--- src/rtl/conv_pkg.sv ---
// Shared types for the ifmap bank loader: FSM state encoding and latched job configuration.
package conv_pkg;

    typedef enum logic [1:0] {
        LS_IDLE      = 2'd0,
        LS_FILL      = 2'd1,
        LS_WAIT_FREE = 2'd2
    } loader_state_e;

    // Fields are held at a fixed width so the struct is independent of the loader's parameters.
    localparam int CFG_FIELD_W = 32;

    typedef struct packed {
        logic [CFG_FIELD_W-1:0] bank_words;
        logic [CFG_FIELD_W-1:0] num_banks;
    } loader_cfg_t;

    function automatic logic [CFG_FIELD_W-1:0] cfg_last(input logic [CFG_FIELD_W-1:0] n);
        return n - CFG_FIELD_W'(1);
    endfunction

endpackage

--- src/rtl/ifmap_lane_packer.sv ---
// Packs consecutive ifmap words into a LANES-wide vector (lane 0 in LSBs) and emits it one
// cycle after the last lane arrives; a flush emits a partial vector with unfilled lanes zero.
module ifmap_lane_packer #(
    parameter int DATA_W = 16,
    parameter int LANES  = 4
) (
    input  logic                     clk,
    input  logic                     rst_n,
    input  logic                     clear,
    input  logic                     push,
    input  logic [DATA_W-1:0]        push_dat,
    input  logic                     flush,
    output logic                     partial,
    output logic                     launch,
    output logic                     vec_vld,
    output logic [DATA_W*LANES-1:0]  vec_dat
);

    localparam int LW = (LANES > 1) ? $clog2(LANES) : 1;

    logic [LW-1:0]              lane_cnt;
    logic [DATA_W*LANES-1:0]    acc;
    logic [DATA_W*LANES-1:0]    acc_nxt;
    logic                       last_lane;

    assign last_lane = (lane_cnt == LW'(LANES - 1));
    assign partial   = (lane_cnt != '0);
    assign launch    = (push && last_lane) || (flush && partial);

    always_comb begin
        acc_nxt = acc;
        acc_nxt[int'(lane_cnt)*DATA_W +: DATA_W] = push_dat;
    end

    // The accumulator is zeroed after every emit, which is what provides the zero fill on flush.
    always_ff @(posedge clk or negedge rst_n) begin
        if (!rst_n) begin
            lane_cnt <= '0;
            acc      <= '0;
            vec_vld  <= 1'b0;
            vec_dat  <= '0;
        end else begin
            vec_vld <= launch && !clear;
            if (clear) begin
                lane_cnt <= '0;
                acc      <= '0;
            end else if (push) begin
                if (last_lane) begin
                    vec_dat  <= acc_nxt;
                    acc      <= '0;
                    lane_cnt <= '0;
                end else begin
                    acc      <= acc_nxt;
                    lane_cnt <= lane_cnt + LW'(1);
                end
            end else if (flush && partial) begin
                vec_dat  <= acc;
                acc      <= '0;
                lane_cnt <= '0;
            end
        end
    end

endmodule

--- src/rtl/ifmap_bank_loader.sv ---
// Streams ifmap words into a double-buffered bank, handing banks to the reader under a credit
// scheme. Optional early job termination via the flush port when LOADER_FLUSH_EN is defined.
module ifmap_bank_loader
    import conv_pkg::*;
#(
    parameter int DATA_W = 16,
    parameter int LANES  = 4,
    parameter int ADDR_W = 8,
    parameter int CNT_W  = 16
) (
    input  logic                     clk,
    input  logic                     rst_n,
    input  logic [DATA_W-1:0]        ifmap_dat,
    input  logic                     ifmap_vld,
    output logic                     ifmap_rdy,
    input  logic [ADDR_W:0]          cfg_bank_words,
    input  logic [CNT_W-1:0]         cfg_num_banks,
    input  logic                     cfg_vld,
    output logic                     cfg_rdy,
    output logic                     wen,
    output logic [ADDR_W-1:0]        wadr,
    output logic [DATA_W*LANES-1:0]  wdata,
    output logic                     switch_banks,
    input  logic                     bank_free,
    output logic                     job_done,
`ifdef LOADER_FLUSH_EN
    input  logic                     flush,
`endif
    output logic                     busy
);

    loader_state_e      state;
    loader_state_e      state_nxt;
    loader_cfg_t        cfg;
    logic [ADDR_W-1:0]  addr;
    logic [CNT_W-1:0]   sw_cnt;
    logic               credit;
    logic               bank_end_q;
    logic               flush_end_q;
    logic               flush_hold;
    logic               init_done;

    logic               cfg_acc;
    logic               cfg_noop;
    logic               push;
    logic               launch;
    logic               partial;
    logic               flush_req;
    logic               flush_act;
    logic               free_ok;
    logic               last_sw;
    logic               at_last_addr;

`ifdef LOADER_FLUSH_EN
    assign flush_req = flush;
`else
    assign flush_req = 1'b0;
`endif

    assign cfg_rdy      = (state == LS_IDLE) && init_done;
    assign cfg_acc      = cfg_vld && cfg_rdy;
    assign cfg_noop     = (cfg_bank_words == '0) || (cfg_num_banks == '0);
    assign free_ok      = credit || bank_free;
    assign last_sw      = flush_end_q ||
                          ((CFG_FIELD_W'(sw_cnt) + CFG_FIELD_W'(1)) == cfg.num_banks);
    assign at_last_addr = (CFG_FIELD_W'(addr) == cfg_last(cfg.bank_words));
    assign busy         = (state != LS_IDLE);

    // Input is held off while a flush is pending, and during a bank-closing write that will
    // either stall for a free bank or end the job, so no word spills past the bank boundary.
    assign ifmap_rdy = (state == LS_FILL) && !flush_req && !flush_hold &&
                       !(wen && bank_end_q && (!free_ok || last_sw));
    assign push      = ifmap_vld && ifmap_rdy;

    ifmap_lane_packer #(
        .DATA_W (DATA_W),
        .LANES  (LANES)
    ) u_packer (
        .clk      (clk),
        .rst_n    (rst_n),
        .clear    (cfg_acc),
        .push     (push),
        .push_dat (ifmap_dat),
        .flush    (flush_act),
        .partial  (partial),
        .launch   (launch),
        .vec_vld  (wen),
        .vec_dat  (wdata)
    );

    always_comb begin
        state_nxt    = state;
        switch_banks = 1'b0;
        job_done     = 1'b0;
        flush_act    = 1'b0;
        case (state)
            LS_IDLE: begin
                if (cfg_acc && !cfg_noop) begin
                    state_nxt = LS_FILL;
                end
            end
            LS_FILL: begin
                if (wen && bank_end_q) begin
                    if (free_ok) begin
                        switch_banks = 1'b1;
                        if (last_sw) begin
                            job_done  = 1'b1;
                            state_nxt = LS_IDLE;
                        end
                    end else begin
                        state_nxt = LS_WAIT_FREE;
                    end
                end else if (!wen && (flush_req || flush_hold)) begin
                    flush_act = 1'b1;
                    // With a partial vector the bank closes on the resulting write instead.
                    if (!partial) begin
                        if (addr == '0) begin
                            job_done  = 1'b1;
                            state_nxt = LS_IDLE;
                        end else if (free_ok) begin
                            switch_banks = 1'b1;
                            job_done     = 1'b1;
                            state_nxt    = LS_IDLE;
                        end else begin
                            state_nxt = LS_WAIT_FREE;
                        end
                    end
                end
            end
            LS_WAIT_FREE: begin
                if (bank_free) begin
                    switch_banks = 1'b1;
                    if (last_sw) begin
                        job_done  = 1'b1;
                        state_nxt = LS_IDLE;
                    end else begin
                        state_nxt = LS_FILL;
                    end
                end
            end
            default: state_nxt = LS_IDLE;
        endcase
    end

    always_ff @(posedge clk or negedge rst_n) begin
        if (!rst_n) begin
            state       <= LS_IDLE;
            init_done   <= 1'b0;
            cfg         <= '0;
            addr        <= '0;
            sw_cnt      <= '0;
            credit      <= 1'b1;
            bank_end_q  <= 1'b0;
            flush_end_q <= 1'b0;
            flush_hold  <= 1'b0;
            wadr        <= '0;
        end else begin
            state     <= state_nxt;
            init_done <= 1'b1;
            credit    <= cfg_acc ? 1'b1 : ((credit && !switch_banks) || bank_free);

            if (cfg_acc) begin
                cfg.bank_words <= CFG_FIELD_W'(cfg_bank_words);
                cfg.num_banks  <= CFG_FIELD_W'(cfg_num_banks);
                addr           <= '0;
                sw_cnt         <= '0;
                bank_end_q     <= 1'b0;
                flush_end_q    <= 1'b0;
            end else begin
                if (switch_banks) begin
                    sw_cnt <= sw_cnt + CNT_W'(1);
                end
                if (launch) begin
                    wadr       <= addr;
                    bank_end_q <= flush_act || at_last_addr;
                    if (!flush_act) begin
                        addr <= at_last_addr ? '0 : addr + ADDR_W'(1);
                    end
                end
                if (flush_act) begin
                    flush_end_q <= 1'b1;
                end
            end

            // A flush that lands on a write cycle is remembered and acted on once the write retires.
            if (state_nxt == LS_IDLE) begin
                flush_hold <= 1'b0;
            end else if ((state == LS_FILL) && wen && (flush_req || flush_hold) && !flush_end_q) begin
                flush_hold <= 1'b1;
            end else if (flush_act) begin
                flush_hold <= 1'b0;
            end
        end
    end

endmodule

--- config.mk ---
export PLATFORM = sky130hd
export DESIGN_NAME = ifmap_bank_loader
export DESIGN_NICKNAME = d
export VERILOG_FILES = /design/src/rtl/conv_pkg.sv /design/src/rtl/ifmap_lane_packer.sv /design/src/rtl/ifmap_bank_loader.sv
export SDC_FILE = /design/constraint.sdc
export NUM_CORES = 1
export LEC_CHECK = 0
export ABC_AREA = 1
export CAP_MARGIN = 20
export CORE_MARGIN = 2
export CORE_UTILIZATION = 40
export CTS_CLUSTER_DIAMETER = 80
export DETAILED_ROUTE_END_ITERATION = 7
export GPL_TIMING_DRIVEN = 0
export PLACE_DENSITY = 0.67
export REMOVE_ABC_BUFFERS = 1
export SLEW_MARGIN = 20
export SYNTH_ARGS = -nofsm -noshare
export SYNTH_HDL_FRONTEND = slang
export SYNTH_HIERARCHICAL = 1
export SYNTH_SLANG_ARGS = --single-unit
export TNS_END_PERCENT = 10
--- constraint.sdc ---
create_clock -name clk -period 8.9 [get_ports clk]
set_input_delay 1.78 -clock clk [delete_from_list [all_inputs] [get_ports clk]]
set_output_delay 1.78 -clock clk [all_outputs]
set_load 0.02 [all_outputs]
Word-level counts from Yosys, hierarchy flattened --
Cells that the tools add are included. Widths: inputs -> output; s select.
Cells by class: bitwise gates (word level) 1, reductions and logical operators 47, shift-type cells 2, multiplexer cells 55, add/sub/neg operators 6, equality and inequality tests 7
Operators by type and width (number):
- $mux 64 | 7
- $bwmux 64 | 1
- $shift 16x33->64 const A | 1
- $shiftx 16x33->64 | 1
- $neg 6->33 | 1
- $eq 8x32->1 | 1
- $mux 16 | 2
- $mux 8 | 4
- $mux 2 | 13
- $mux 1 | 25
- $add 16x1->17 const B | 1
- $eq 17x16->1 | 1
- $add 16x1->16 const B | 1
- $logic_and 1x1->1 | 16
- $logic_not 16->1 | 1
- $reduce_bool 2->1 | 6
- $sub 9x1->10 const B | 1
- $logic_not 9->1 | 1
- $add 8x1->8 const B | 1
- $logic_not 1->1 | 8
- $logic_not 8->1 | 1
- $logic_or 1x1->1 | 7
- $pmux 2 s3 | 1
- $reduce_bool 3->1 | 2
- 9 further kinds | 14
Word-level totals: output and inout port bits 78, register bits 195

Logic depth before layout (Yosys ltp) --
word-level depth 12, depth in mapped cells 24

Hierarchy --
Netlist, hierarchy kept.
Modules (own cells, without submodules):
- ifmap_lane_packer | times used 1, sequential area each 3278.1 um^2, area an instance 7045.5 um^2, cells each 1048
- ifmap_bank_loader | times used 1, sequential area each 1602.8 um^2, area an instance 3802.4 um^2, cells each 509

Worst setup path after synthesis --
No wires, ideal clock.
kind input to output, start point in bank_free, end point out switch_banks, stages 6, buffers on the path 0, slack 4.631 ns, arrival time 2.489 ns, path through nor2_1 -> inv_1 -> a31oi_1 -> o22ai_1 -> nand2_1 -> inv_1
Between the ends: word-level cells in the longest chain between the ends 7
Ends and longest elaborated chain:
- from (decl) | line ifmap_bank_loader.sv:24 | input logic bank_free,
- $logic_or 1x1->1 | line ifmap_bank_loader.sv:63 | assign free_ok = credit || bank_free;
- $mux 1 | line ifmap_bank_loader.sv:104, ifmap_bank_loader.sv:120
- $mux 1 | line ifmap_bank_loader.sv:117 | if (addr == '0) begin
- $mux 1 | line ifmap_bank_loader.sv:116 | if (!partial) begin
- $mux 1 | line ifmap_bank_loader.sv:113 | end else if (!wen && (flush_req || flush_hold)) begin
- $mux 1 | line ifmap_bank_loader.sv:103 | if (wen && bank_end_q) begin
- $pmux 1 s2 (*) | line ifmap_bank_loader.sv:96 | case (state)
- to (decl) | line ifmap_bank_loader.sv:23 | output logic switch_banks,
Every way passes the cells marked *; elsewhere a longest branch is shown, timed or not.

Worst setup path after layout --
Same ends and word-level chain as after synthesis.

==> tab_implementation.tex <==
\begin{tabular}{lr}
\hline
Metric & Value \\
\hline
\multicolumn{2}{l}{\textbf{Outcome}} \\
\quad Outcome & complete, no violations \\
\multicolumn{2}{l}{\textbf{STA}} \\
\quad Period utilisation layout & 61.7\% \\
\quad Hold Vio Cnt, Final & 0 \\
\quad Unrepaired setup endpoints after global routing & no \\
\quad Slew headroom & 27.5\% \\
\quad Final worst slack & 3.41 ns \\
\quad Final count of pins violating max slew & 0 \\
\quad Final Critical Period & 5.49 ns \\
\quad Least-Margin Pin Slew & 1.08 ns \\
\quad Worst setup skew after layout & 0.0242 ns \\
\quad Highest Clock Rate & 0.182 GHz \\
\quad Count of final setup violators & 0 \\
\multicolumn{2}{l}{\textbf{Setup path}} \\
\quad Sort of element at the end of the critical path & output pin \\
\quad Category of the worst setup path launch point & primary input \\
\quad Crit-path max FO & 6 \\
\quad Crit path required time & 7.12 ns \\
\quad Arr. time, crit path & 3.71 ns \\
\quad Critical path class & primary input to output pin \\
\multicolumn{2}{l}{\textbf{Synth}} \\
\quad Mean instance size in the synthesized netlist & 6.97 sq um \\
\quad Most frequently used flop master after synthesis & dfrtp\_1 \\
\quad Yosys top cell by area & dfrtp\_1 \\
\quad Number of enable-type register cells in the synthesized netlist & 0 \\
\quad Ranking of synthesized cells by instance count & nand2\_1, dfrtp\_1, nor2\_1 \\
\quad Post-synthesis instance area & 10800 sq um \\
\quad Top cells by area in the synthesized netlist & dfrtp\_1, nand2\_1, nand3\_1 \\
\quad FFs w/ async S/R, synth & 100\% \\
\quad Count of warnings emitted by yosys & 6 \\
\quad Post-synth cell types & 40 \\
\quad Register bit total from synthesis & 195 \\
\quad Part of the Yosys area used for sequential elements & 45.0\% \\
\quad Share of the synthesized area in the top cell type & 44.8\% \\
\quad Post-synthesis cell count & 1557 \\
\quad Most repeated cell in the gate-level netlist after synthesis & nand2\_1 \\
\multicolumn{2}{l}{\textbf{Cells and area}} \\
\quad Final \#Nets & 1714 \\
\quad Fraction of final layout cells with drive strength greater than 1 & 4.56\% \\
\quad Area Overhead vs Synth & 20.9\% \\
\quad Final std cell area, no fill & 13100 sq um \\
\quad Multi-input logic area & 5220 sq um \\
\quad Filler cell count in the final layout & 2617 \\
\quad Antenna Diode Count & 0 \\
\quad Register cell area after layout & 4880 sq um \\
\multicolumn{2}{l}{\textbf{CTS}} \\
\quad CTS H-tree lvls & 4 \\
\quad Resized cells post-CTS & 0 \\
\quad Root buffer cell & clkbuf\_16 \\
\quad Sink Count & 195 \\
\quad Hold-fix buffer count after cts & 0 \\
\quad Clock-pin transition on the worst setup and hold timing paths & 0.07 ns \\
\quad Total setup buffers inserted after CTS & 0 \\
\quad Maximum clock path buffer count & 2 \\
\quad TritonCTS Buffers & 17 \\
\quad Latest clock arrival within the worst-skew pair & 0.45 ns \\
\quad Clock tree from TritonCTS & yes \\
\multicolumn{2}{l}{\textbf{Power}} \\
\quad Pleak & 6.78 nW \\
\quad Power Total & 3.73 mW \\
\quad Pwr Density & 284 nW/um\^{}2 \\
\quad IR Drop Worst-Case VDD & 0.000159 V \\
\multicolumn{2}{l}{\textbf{Placed design}} \\
\quad Post-detailed-placement cell area & 12500 sq um \\
\quad Minimum setup slack after placement & 3.41 ns \\
\quad Last weighted congestion value of the routability-driven placer & 0.819 \\
\quad I/O Buffers & 123 \\
\quad Detailed-placement wirelength estimate & 19.3 mm \\
\multicolumn{2}{l}{\textbf{Floorplan}} \\
\quad Initial cell density of the core & 40.5\% \\
\quad Row count & 60 \\
\quad Area of the core & 26800 sq um \\
\quad Die Wd & 169 microns \\
\quad Boundary pin count & 124 \\
\quad Die span in y & 169 microns \\
\quad Area of the die & 28500 sq um \\
\multicolumn{2}{l}{\textbf{Drt}} \\
\quad Total iterations of the first detailed-routing run & 6 \\
\quad Count of antenna-violating nets left after detailed routing & 0 \\
\quad Vias per std cell & 5.03 \\
\quad Drt drc & 0 \\
\quad Detail-routed net length per standard cell & 14.2 microns \\
\quad Final Routed Wirelength & 28.5 mm \\
\quad 1st-iter DRT viols & 663 \\
\quad Vias & 10100 \\
\multicolumn{2}{l}{\textbf{Global routing}} \\
\quad Antenna violations before repair & 0 \\
\quad First-pass GRT wire length & 46.9 mm \\
\quad Maximum number of pins on one net before global-route repair & 94 \\
\quad Via count of the first global-routing pass & 9425 \\
\quad Total routing usage reported by global routing & 20.3\% \\
\quad Global route overflow & 0 \\
\multicolumn{2}{l}{\textbf{Job}} \\
\quad Number of max-cap violations & 0 \\
\multicolumn{2}{l}{\textbf{Hold path}} \\
\quad Type of the most critical hold path & flip-flop to flip-flop \\
\hline
\end{tabular}
[power by group]
part / total (mW) / switching (mW) / internal (mW) / leakage, nW
clock: 0.813 / 0.398 / 0.415 / 0.301
sequential: 1.31 / 0.183 / 1.13 / 2.61
combinational: 1.60 / 0.967 / 0.633 / 3.87
[final timing paths]
| check | start | endpoint | slack, ns | cells after the start |
|---|---|---|---|---|
| max in group asynchronous | rst_n | u_packer/vec_dat[20] | 6.54 | 3 |
| worst min-delay path | u_packer/vec_dat[49] | u_packer/vec_dat[49] | 0.48 | 2 |
| worst max register to register | sw_cnt[0] | u_packer/vec_dat[4] | 5.11 | 23 |
| worst max-delay path | bank_free | switch_banks | 3.41 | 8 |
| min in group asynchronous | rst_n | wadr[1] | 1.23 | 1 |
| worst min register to register | u_packer/vec_dat[49] | u_packer/vec_dat[49] | 0.48 | 2 |
[registers in the layout, summed over array words and instances, names as in the netlist]
name               cells
addr                   8
bank_end_q             1
cfg                   25
credit                 1
flush_end_q            1
flush_hold             1
init_done              1
state                  2
sw_cnt                16
u_packer/acc          64
u_packer/lane_cnt      2
u_packer/vec_dat      64
u_packer/vec_vld       1
wadr                   8
[critical path: stages]
cell,delay (ns)
clkdlybuf4s50_1,0.53
nor2_1,0.09
nor2_1,0.18
a31oi_1,0.07
o22ai_1,0.11
nand2_1,0.23
inv_1,0.10
clkdlybuf4s50_1,0.60
[layout make-up]
cell class | count | area share, %
Multi-Input combinational cell | 1182 | 39.8
Sequential cell | 195 | 37.2
Timing Repair Buffer | 141 | 11.6
Inverter | 117 | 3.37
Clock buffer | 18 | 3.35
Tap cell | 341 | 3.25
Clock inverter | 14 | 1.43
[layout by cell type, fill, tap and decap left out, drive strengths merged, types with 2 or more instances in the layout]
| cell | netlist | final |
|---|---|---|
| nand2 | 713 | 713 |
| dfrtp | 194 | 194 |
| nor2 | 177 | 177 |
| nand3 | 131 | 131 |
| clkdlybuf4s50 | 0 | 122 |
| inv | 116 | 121 |
| o21ai | 52 | 52 |
| buf | 48 | 19 |
| clkbuf | 15 | 18 |
| nand3b | 17 | 17 |
| xor2 | 15 | 15 |
| o22ai | 14 | 14 |
| ha | 14 | 14 |
| nand4 | 13 | 13 |
| nor3 | 8 | 8 |
| a21oi | 8 | 8 |
| clkinv | 1 | 8 |
| xnor2 | 6 | 6 |
| nor4 | 2 | 2 |
| and2 | 2 | 2 |
| xnor3 | 2 | 2 |
[through the flow]
stage | cells | util (%) | TNS [ns] | hold WS [ns]
2_1_floorplan | 1494 | - | -437.07 | 0.453
3_3_place_gp | 1958 | 45.4 | -1793.64 | 0.466
3_5_place_dp | 1976 | 46.6 | 0 | 0.464
4_1_cts | 2008 | 48.9 | 0 | 0.488
5_1_grt | 2008 | 48.9 | 0 | 0.504
6_report | 2008 | 48.9 | 0 | 0.481
[metal layers]
| layer | up-vias | GRT usage, % | wire length, microns |
|---|---|---|---|
| met5 | - | 0 | 0 |
| met4 | 0 | 6.00 | 520 |
| met3 | 36 | 3.79 | 1350 |
| met2 | 265 | 33.5 | 13600 |
| met1 | 4758 | 27.3 | 13000 |
| li1 | 5037 | - | - |
[cells by family (layout without fill, tap and decap cells)]
| group | after synthesis | count (layout) | share of synthesized area (%) |
|---|---|---|---|
| compound gates | 79 | 79 | 3.98 |
| other cells | 1 | 1 | 0.0346 |
| simple gates | 1065 | 1065 | 40.2 |
| xor+xnor | 23 | 23 | 2.11 |
| buf+inv | 180 | 290 | 7.10 |
| fa+ha+maj | 14 | 14 | 1.61 |
| flops | 195 | 195 | 45.0 |
(Power assumes the default switching activity.)
